--- config.mk ---
export PLATFORM = sky130hd
export DESIGN_NAME = if_buf_feeder
export DESIGN_NICKNAME = d
export VERILOG_FILES = /design/src/rtl/if_buf_feeder_pkg.sv /design/src/rtl/if_buf_feeder_skid_fifo.sv /design/src/rtl/if_buf_feeder.sv
export SDC_FILE = /design/constraint.sdc
export NUM_CORES = 1
export LEC_CHECK = 0
export BUFFER_PORTS_ARGS = -buffer_cell sky130_fd_sc_hd__buf_2
export CAP_MARGIN = 10
export CORE_UTILIZATION = 52
export CTS_CLUSTER_SIZE = 40
export DETAILED_ROUTE_END_ITERATION = 10
export GPL_TIMING_DRIVEN = 1
export PLACE_DENSITY = 0.88
export SLEW_MARGIN = 20
export SYNTH_ARGS = -nofsm -noshare
export SYNTH_HDL_FRONTEND = slang
export SYNTH_SLANG_ARGS = --single-unit
--- constraint.sdc ---
create_clock -name clk -period 2.5 [get_ports clk]
set_input_delay 0.25 -clock clk [delete_from_list [all_inputs] [get_ports clk]]
set_output_delay 0.25 -clock clk [all_outputs]
set_load 0.02 [all_outputs]
--- src/rtl/if_buf_feeder_pkg.sv ---
// Shared constants for the IF buffer feeder: element widths, tag bit positions,
// skid depth and the transfer FSM encoding.
package if_buf_feeder_pkg;

  localparam int DATA_WIDTH    = 8;
  localparam int MEM_ADDR_LEN  = 12;
  localparam int LEN_WIDTH     = 8;
  localparam int ROW_END_BIT   = DATA_WIDTH;
  localparam int ROW_START_BIT = DATA_WIDTH + 1;
  localparam int WORD_WIDTH    = DATA_WIDTH + 2;

  localparam logic [2:0] SKID_DEPTH = 3'd2;

  typedef enum logic [1:0] {
    IDLE  = 2'd0,
    RUN   = 2'd1,
    DRAIN = 2'd2,
    DONE  = 2'd3
  } state_t;

endpackage

--- src/rtl/if_buf_feeder_skid_fifo.sv ---
// Two-entry skid FIFO absorbing reads already in flight when the IF buffer stalls.
// Same-cycle push and pop are allowed; the caller never pushes into a full FIFO.
module feed_skid_fifo
  import if_buf_feeder_pkg::*;
#(
  parameter int WIDTH = WORD_WIDTH
) (
  input  logic             clk,
  input  logic             rst,
  input  logic             push,
  input  logic [WIDTH-1:0] push_data,
  input  logic             pop,
  output logic [1:0]       occ,
  output logic [WIDTH-1:0] head
);

  logic [WIDTH-1:0] mem [2];
  logic             wr_ptr;
  logic             rd_ptr;

  always_ff @(posedge clk or posedge rst) begin
    if (rst) begin
      mem[0] <= '0;
      mem[1] <= '0;
      wr_ptr <= 1'b0;
      rd_ptr <= 1'b0;
      occ    <= 2'd0;
    end else begin
      if (push) begin
        mem[wr_ptr] <= push_data;
        wr_ptr      <= ~wr_ptr;
      end
      if (pop) begin
        rd_ptr <= ~rd_ptr;
      end
      occ <= occ + {1'b0, push} - {1'b0, pop};
    end
  end

  assign head = mem[rd_ptr];

endmodule

--- src/rtl/if_buf_feeder.sv ---
// Streams strided IF rows from memory into the PE IF buffer, tagging row start/end,
// one word per cycle while the buffer accepts, stalling reads once the skid is committed.
module if_buf_feeder
  import if_buf_feeder_pkg::*;
(
  input  logic                    clk,
  input  logic                    rst,
  input  logic                    start,
  input  logic [MEM_ADDR_LEN-1:0] base_addr,
  input  logic [MEM_ADDR_LEN-1:0] row_stride,
  input  logic [LEN_WIDTH-1:0]    row_len,
  input  logic [LEN_WIDTH-1:0]    row_count,
  output logic                    mem_ren,
  output logic [MEM_ADDR_LEN-1:0] mem_raddr,
  input  logic [DATA_WIDTH-1:0]   mem_rdata,
  input  logic                    buf_full,
  output logic                    buf_write,
  output logic [WORD_WIDTH-1:0]   buf_wdata,
  output logic                    busy,
  output logic                    done
);

  state_t                  state;
  state_t                  state_nxt;
  logic [MEM_ADDR_LEN-1:0] cfg_stride;
  logic [MEM_ADDR_LEN-1:0] ra;
  logic [LEN_WIDTH-1:0]    cfg_len_m1;
  logic [LEN_WIDTH-1:0]    cfg_cnt_m1;
  logic [LEN_WIDTH-1:0]    e;
  logic [LEN_WIDTH-1:0]    r;
  logic                    inflight;
  logic                    tag_start_q;
  logic                    tag_end_q;
  logic [WORD_WIDTH-1:0]   skid_in;
  logic [WORD_WIDTH-1:0]   skid_head;
  logic [1:0]              occ;
  logic [2:0]              load;
  logic                    pop;
  logic                    issue;
  logic                    row_last;
  logic                    last_read;
  logic                    empty_size;

  assign pop        = (occ != 2'd0) && !buf_full;
  assign load       = {1'b0, occ} + {2'b0, inflight};
  assign issue      = (state == RUN) && (load < SKID_DEPTH + {2'b0, pop});
  assign row_last   = (e == cfg_len_m1);
  assign last_read  = issue && row_last && (r == cfg_cnt_m1);
  assign empty_size = (row_len == '0) || (row_count == '0);

  always_ff @(posedge clk or posedge rst) begin
    if (rst) begin
      state <= IDLE;
    end else begin
      state <= state_nxt;
    end
  end

  // DRAIN exits on the cycle the final word is popped so done follows the last push directly.
  always_comb begin
    state_nxt = state;
    case (state)
      IDLE:    if (start) state_nxt = empty_size ? DONE : RUN;
      RUN:     if (last_read) state_nxt = DRAIN;
      DRAIN:   if (!inflight && (occ == {1'b0, pop})) state_nxt = DONE;
      DONE:    state_nxt = IDLE;
      default: state_nxt = IDLE;
    endcase
  end

  always_comb begin
    mem_ren   = issue;
    mem_raddr = ra + {{(MEM_ADDR_LEN-LEN_WIDTH){1'b0}}, e};
    buf_write = pop;
    buf_wdata = (occ != 2'd0) ? skid_head : '0;
    busy      = (state != IDLE);
    done      = (state == DONE);
  end

  always_ff @(posedge clk or posedge rst) begin
    if (rst) begin
      cfg_stride <= '0;
      cfg_len_m1 <= '0;
      cfg_cnt_m1 <= '0;
      ra         <= '0;
      e          <= '0;
      r          <= '0;
    end else if ((state == IDLE) && start) begin
      cfg_stride <= row_stride;
      cfg_len_m1 <= row_len - LEN_WIDTH'(1);
      cfg_cnt_m1 <= row_count - LEN_WIDTH'(1);
      ra         <= base_addr;
      e          <= '0;
      r          <= '0;
    end else if (issue) begin
      if (row_last) begin
        e  <= '0;
        ra <= ra + cfg_stride;
        r  <= r + LEN_WIDTH'(1);
      end else begin
        e <= e + LEN_WIDTH'(1);
      end
    end
  end

  // Tags ride alongside the read so they line up with mem_rdata one cycle later.
  always_ff @(posedge clk or posedge rst) begin
    if (rst) begin
      inflight    <= 1'b0;
      tag_start_q <= 1'b0;
      tag_end_q   <= 1'b0;
    end else begin
      inflight <= issue;
      if (issue) begin
        tag_start_q <= (e == '0);
        tag_end_q   <= row_last;
      end
    end
  end

  always_comb begin
    skid_in                   = '0;
    skid_in[DATA_WIDTH-1:0]   = mem_rdata;
    skid_in[ROW_END_BIT]      = tag_end_q;
    skid_in[ROW_START_BIT]    = tag_start_q;
  end

  feed_skid_fifo #(
    .WIDTH(WORD_WIDTH)
  ) u_skid (
    .clk       (clk),
    .rst       (rst),
    .push      (inflight),
    .push_data (skid_in),
    .pop       (pop),
    .occ       (occ),
    .head      (skid_head)
  );

endmodule

==> results of run 1 <==
-- synthesized netlist by cell type, types with 2 or more instances --
library cell / instances
and2_1: 3
xnor2_1: 39
or3_1: 2
or2_2: 2
nand2b_1: 4
a21o_1: 3
nor4b_1: 3
a21oi_1: 19
o21ai_0: 42
nor2_1: 41
fa_1: 2
clkbuf_1: 12
nor2b_1: 2
o31ai_1: 6
and3_1: 7
mux2i_1: 11
o22ai_1: 6
nor4_1: 2
ha_1: 35
o311ai_0: 2
or4_1: 3
inv_1: 27
dfrtp_1: 85
a211oi_1: 3
xor2_1: 15
a22oi_1: 3
nand3_1: 5
o211ai_1: 2
nand4_1: 6
nor3_1: 10
mux2_2: 20
a21boi_0: 4
o21a_1: 3
a31oi_1: 4
nand2_1: 80
-- worst min-delay path: stages --
cell,delay (ns)
buf_2,0.07
nand2_1,0.04
nand2_1,0.04
-- registers in the layout, summed over array words and instances (netlist names), 2 cells and up --
name,cells
state,2
cfg_len_m1,8
e,8
u_skid.mem,20
cfg_stride,12
u_skid.occ,2
r,8
cfg_cnt_m1,8
ra,12
-- power by group --
group / switching, mW / internal, mW / total [mW]
clock: 0.555 / 0.386 / 0.941
combinational: 2.77 / 2.23 / 5.00
sequential: 0.540 / 1.97 / 2.51
total: 3.87 / 4.59 / 8.45
-- stage by stage --
step | total power, mW | setup slack [ns] | hold slack (ns) | utilization (%) | instance area [µm²]
final | 8.45 | -0.245 | 0.0661 | 65.3 | 6090
after global routing | 9.11 | -0.357 | 0.0633 | 65.3 | 6090
after CTS | 8.18 | -0.251 | 0.0616 | 64.2 | 5990
after detailed placement | 7.03 | -0.0148 | 0.347 | 61.0 | 5690
after global placement | 6.76 | 0.0797 | 0.334 | 61.0 | 5690
after floorplan | 5.66 | 0.0117 | 0.355 | - | 5040
-- metal layers --
layer	track usage [%]	vias up	part of all wire (%)
met1	30.4	2066	41
met4	11.3	0	3.2
met3	3.97	39	5.0
met2	43.3	161	50
li1	-	2052	-
met5	0	-	0
-- area by class of cell --
type	instances	area (µm²)	share of cell area, %
clock inverters	7	66.3	1.09
multi-input cells	404	2870	47.1
clock buffers	9	124	2.03
repair buffers	106	637	10.5
well taps	129	161	2.65
flip-flops and latches	85	2130	34.9
inverters	27	103	1.69
-- how the worst max path moves through the flow --
stage | startpoint | end | slack, ns | cells after the start
6_report | ra[0] | mem_raddr[10] | -0.24 | 9
5_1_grt | ra[0] | mem_raddr[10] | -0.36 | 9
4_1_cts | ra[0] | mem_raddr[10] | -0.25 | 9
3_5_place_dp | ra[0] | mem_raddr[10] | -0.01 | 9
3_3_place_gp | ra[0] | mem_raddr[10] | 0.08 | 9
2_1_floorplan | e[0] | mem_raddr[10] | 0.01 | 8
-- repair_timing --
| item | in CTS | in global routing |
|---|---|---|
| endpoints found under the hold margin | 34 | 0 |
| endpoints found under the setup margin | 9 | 13 |
| buffers inserted | 3 | 5 |
| hold buffers | 1 | 0 |
| pin swaps | 11 | 17 |
| gates resized for setup | 20 | 16 |
| gates cloned | 0 | 0 |
-- cells in the final DEF (no fill, tap or decap), types with 3 or more instances in the layout --
cell type	synthesis	layout
or4_1	3	3
mux2_2	20	20
and3_1	7	7
mux2i_1	11	11
clkbuf_8	0	9
nand4_1	6	6
nand2_1	80	80
a22oi_1	3	3
nand2b_1	4	4
a21oi_2	0	5
buf_4	0	32
o31ai_1	6	5
nor3_1	10	10
o21a_1	3	3
a21o_1	3	3
o21ai_0	42	39
inv_1	27	26
o22ai_1	6	5
inv_8	0	3
xor2_1	15	15
nand3_1	5	5
dfrtp_1	85	85
and2_1	3	3
buf_2	1	71
nor2_1	41	41
nor4b_1	3	3
a21boi_2	0	3
a21oi_1	19	14
xnor2_1	39	39
a31oi_1	4	4
ha_1	35	33
-- cell families (layout without fill, tap and decap cells) --
group,after synthesis,in the layout
adders and majority gates,37,37
AOI/OAI and AO/OA,108,108
buffers and inverters,42,149
xor gates and xnor gates,54,54
muxes,31,31
DFF,85,85
and+or+nand+nor,174,174
==> results.md, run 1 <==
- Status: finished, violations left
- Failing checks: setup timing
- Final GP Congestion: 0.946
- Synth Net Count: 620
- Async S/R FF share, synth: 100%
- Detailed Place HPWL: 8850 µm
- Main combinational cell family by area after synthesis: simple AND/OR/NAND/NOR gates
- Peak supply drop: 0.478 mV
- Synth Area in XOR/XNOR: 9.40%
- WHS Endpoint: cfg_stride[5]
- Total CTS buffers: 9
- Initial Utilization: 53.9%
- Synth area leaders: dfrtp_1 (42%), ha_1 (8.7%), xnor2_1 (6.8%)
- Worst path slowest cell: dfrtp_1
- Worst slew margin: 58.4%
- Global-route wire length before repair: 19600 µm
- Syn Std Cell Area: 5030 µm²
- Fin crit share: 110%
- Area grow syn2layout: 21.0%
- Power Density: 1390 nW/µm²
- Crit-path cells: ha_4, fa_2, a21o_1, a21oi_2, nor2b_2, o311ai_4, a211oi_2, xor2_1, buf_4
- Worst reg2reg path endpoint: ra[11]
- I/O Buffers: 77
- Filler cells: 682
- CTS tree: built
- Hold path start: row_stride[5]
- CP Data Arrival Time: 2.49 ns
- Compound-Gate Fraction of Synth Area: 13.2%
- Initial antenna violation count: 0
- Final setup fails: 6
- Hold depth: 3
- Measured slew at the worst slew-check pin: 0.624 ns
- Row cnt: 35
- GR Util All Layers: 24.9%
- H-tree depth: 3
- Die Span Y: 100 µm
- Top delay family on crit path: compound AO/OA/AOI/OAI gates
- Post-route ant nets: 0
- Pin count of the biggest net entering global routing: 37
- Vias in the first global route: 4276
- Simple-Gate Fraction of Synth Area: 15.7%
- Startpoint types: flop
- Core Area: 9330 µm²
- Final WS setup: -0.245 ns
- Num ports: 78
- Critical path peak fanout: 3
- Syn. warnings: 0
- Leak: 2.89 nW
- Critical path buffers and inverters: 1
- Final cell count without fillers: 767
- R2R depth: 7
- CTS Sinks: 85
- RSZ-0062 raised after global routing: true
- Die width: 100 µm
- Synth Area in Adders: 9.50%
- Cell count after synthesis: 531
- Antenna diodes: 0
- Clk root buf: clkbuf_8
- Max incr delay on CP: 0.43 ns
- Setup TNS: -0.735 ns
- DP Cell Count: 742
- Max Root-Sink Buffers: 2
- Clock Skew: 0.0126 ns
- Slew Limit Fails: 0
- Fmax: 364 MHz
- Max_cap viols: 0
- Reg2reg start: e[1]
- Seq/Total Area, Yosys: 42.3%
- Syn_area_per_cell: 9.47 µm²
- Clk Latency, worst-skew pair: 0.37 ns
- DRT Pass-1 Iters: 7
- Setup CP Type: flop to output pin
- Crit path capture type: output pin
- Routed vias: 4318
- Synth top area share: 42.3%
- FF-to-FF setup slack: 0 ns
- Initial drt markers: 254
- Area leader, netlist: dfrtp_1
- DR WL/cell: 15.8 µm
- GRT overflow: 0
- Final min period: 2.74 ns
- Number of synthesized flops with an enable pin: 0
- Primary FF master, synth: dfrtp_1
- Layout cells sized above 1: 26.5%
- Endpoints failing hold: 0
- Yosys reg bits: 85
- Fin nets: 722
- Residual DRC: 0
- Final wirelength: 12100 µm
- Critical Path RT: 2.25 ns
- Vias per cell: 5.63
- Post-synthesis cell type count: 53
- Multiplexer area fraction after synthesis: 6.67%
- Clk slew on worst S/H paths: 0.09 ns
- Worst hold path class: input pin to flop
- DIE AREA: 10100 µm²
No activity file was read; power rests on OpenSTA's default activity.
==> run 2: changes to the inputs <==
--- a/config.mk
+++ b/config.mk
@@ -8,9 +8,10 @@
 export BUFFER_PORTS_ARGS = -buffer_cell sky130_fd_sc_hd__buf_2
 export CAP_MARGIN = 10
-export CORE_UTILIZATION = 52
+export CORE_UTILIZATION = 45
 export CTS_CLUSTER_SIZE = 40
 export DETAILED_ROUTE_END_ITERATION = 10
 export GPL_TIMING_DRIVEN = 1
-export PLACE_DENSITY = 0.88
+export PLACE_DENSITY = 0.79
+export SETUP_SLACK_MARGIN = 0.15
 export SLEW_MARGIN = 20
 export SYNTH_ARGS = -nofsm -noshare
==> constraint.sdc (replaced) <==
create_clock -name clk -period 2.5 [get_ports clk]
set_input_delay 0.25 -clock clk [delete_from_list [all_inputs] [get_ports clk]]
set_output_delay 0.25 -clock clk [all_outputs]
set_load 0.1 [all_outputs]
==> run 2 against run 1 <==
Critical path type unchanged; design area increased by 8.9%; register-to-register slack improved by 0.14 ns; clock skew about the same; worst hold slack improved by 0.017 ns; final cell count increased by 3.4%; count of clock-buffer cells in the layout increased by 1; first-iteration DRC count increased by 0.79%; setup slack got worse by 0.074 ns; the run still ends with setup timing left; core utilization decreased by 4.4 points; routed wire length increased by 3.7%; maximum frequency decreased by 2.6%; via count increased by 0.86%.
==> results.md, run 2 (synthesis gave the netlist of run 1 again) <==
- Status: finished, violations left
- Failing checks: setup timing
- Top flop regs: u_skid.mem x20, cfg_stride x12, ra x12
- Place WS: -0.0616 ns (-0.0468 ns)
- Worst slew margin: 60.4% (+2.0 points)
- Total CTS buffers: 9 (unchanged)
- Final wirelength: 12500 µm (+3.7%)
- Startpoint types: flop
- Clk slew on worst S/H paths: 0.08 ns (about the same)
- Most flop-heavy register: u_skid.mem
- Clk root buf: clkbuf_8
- Die width: 108 µm (+7.3%)
- Initial drt markers: 256 (+0.79%)
- Vias per cell: 5.49 (-2.4%)
- Residual DRC: 0 (unchanged)
- Clk Latency, worst-skew pair: 0.36 ns (about the same)
- Antenna diodes: 0 (unchanged)
- Filler cells: 847 (+24%)
- Setup CP Type: flop to output pin
- Pin count of the biggest net entering global routing: 54 (+46%)
- DIE AREA: 11600 µm² (+15%)
- I/O Buffers: 77 (unchanged)
- Clock Skew: 0.0128 ns (+0.000280 ns)
- Fmax: 355 MHz (-2.6%)
- Die Span Y: 108 µm (+7.3%)
- Layout cells sized above 1: 33.5% (+7.0 points)
- Worst hold path class: input pin to flop
- Global-route wire length before repair: 19600 µm (about the same)
- RSZ-0062 raised after global routing: true
- Post-route ant nets: 0 (unchanged)
- GR Util All Layers: 21.6% (-3.3 points)
- Critical path peak fanout: 3 (unchanged)
- Crit path capture type: output pin
- Max incr delay on CP: 0.39 ns (-0.04 ns)
- Hold path start: row_stride[10]
- DR WL/cell: 15.8 µm (+0.29%)
- Multi-input gate area: 3140 µm² (+9.4%)
- Fin nets: 737 (+2.1%)
- Max FFs per register: 20 (unchanged)
- Initial Utilization: 46.2% (-7.7 points)
- FF-to-FF setup slack: 0.14 ns (+0.14 ns)
- Seq. cell area: 2130 µm² (+0.35%)
- Worst path slowest cell: dfrtp_1
- Routed vias: 4355 (+0.86%)
- Commonest non-fill, non-tap cell in the layout: nand2_1
- CTS tree: built
- R2R depth: 8 (+1)
- Max_cap viols: 0 (unchanged)
- Endpoints failing hold: 0 (unchanged)
- Row cnt: 38 (+8.6%)
- Final instance area: 6630 µm² (+8.9%)
- Num ports: 78 (unchanged)
- CP Data Arrival Time: 2.57 ns (+0.08 ns)
- Final min period: 2.82 ns (+0.0738 ns)
- Vias in the first global route: 4189 (-2.0%)
- WHS Endpoint: cfg_stride[10]
- H-tree depth: 3 (unchanged)
- Slew Limit Fails: 0 (unchanged)
- Reg2reg start: ra[9]
- Fin crit share: 113% (+3.0 points)
- Initial antenna violation count: 0 (unchanged)
- GRT overflow: 0 (unchanged)
- Area grow syn2layout: 31.8%
- Max Root-Sink Buffers: 2 (unchanged)
- Measured slew at the worst slew-check pin: 0.594 ns (-0.0306 ns)
- Detailed Place HPWL: 8860 µm (about the same)
- Crit-path cells: ha_2, fa_2, a21o_1, a21oi_2, nor2b_2, o311ai_2, buf_4, a211oi_4, xor2_4, buf_12
- Final setup fails: 8 (+2)
- Final GP Congestion: 0.860 (-9.1%)
- Setup TNS: -1.79 ns (-1.05 ns)
- Post-Place Cell Area: 6040 µm² (+6.1%)
- Hold depth: 3 (unchanged)
- DRT Pass-1 Iters: 5 (-2)
- Worst reg2reg path endpoint: ra[11]
- Most frequent cells in the layout: nand2_1 (80), dfrtp_1 (79), buf_2 (66), o21ai_0 (39), buf_4 (37)
- Critical Path RT: 2.25 ns (about the same)
- Core Area: 10900 µm² (+17%)
- CTS Sinks: 85 (unchanged)
- Final core occ: 60.9% (-4.4 points)
- Final WS setup: -0.319 ns (-0.0738 ns)
==> run 2: worst max path at each step <==
stage | end | slack (ns) | from | cells after the start
floorplan | mem_raddr[10] | -0.29 | e[0] | 8
global placement | mem_raddr[10] | 0.01 | e[0] | 9
detailed placement | mem_raddr[10] | -0.06 | e[0] | 9
CTS | mem_raddr[10] | -0.27 | ra[0] | 10
global route | mem_raddr[10] | -0.39 | e[0] | 10
finish | mem_raddr[10] | -0.32 | e[0] | 10
==> run 2: layout make-up <==
| class | count | area share (%) |
|---|---|---|
| multi-input combinational | 404 | 47.3 |
| sequential | 85 | 32.2 |
| timing repair buffer | 121 | 13.4 |
| tap | 140 | 2.64 |
| clock buffer | 10 | 2.08 |
| inverter | 27 | 1.62 |
| clock inverter | 6 | 0.717 |
==> run 2: critical path, delay by kind of cell (launching register included) <==
kind                       cells  cell delay, ns
AOI/OAI and AO/OA              4            0.63
xor gates and xnor gates       1            0.18
adders and majority gates      2            0.57
buffers and inverters          2            0.38
DFF                            1            0.39
and+or+nand+nor                1            0.07
==> run 2: what timing repair did <==
item                                   in CTS  in global routing
endpoints found under the hold margin      19                  0
gates resized for setup                    25                 27
setup endpoints to repair                  13                 20
hold buffers                                1                  0
buffers inserted                           15                  7
pin swaps                                  17                 16
==> run 2: routing by layer <==
layer  vias up  global-route usage, %  part of all wire, %  routed length (µm)
met4         0                   5.97                  1.4                 178
met5         -                      0                    0                   0
met1      2129                   26.8                   42                5220
met2       122                   38.6                   53                6630
li1       2084                      -                    -                   -
met3        20                   3.27                  4.1                 512
==> run 2: metrics by stage <==
stage,std cells,hold WS [ns]
6_report,793,0.0831
5_1_grt,793,0.0868
4_1_cts,786,0.0735
3_5_place_dp,754,0.313
3_3_place_gp,754,0.304
2_1_floorplan,531,0.355
Power of run 2 is left out: the tool's default activity adds up to more than one toggle a clock period on the data nets, which glitch-free logic cannot reach.
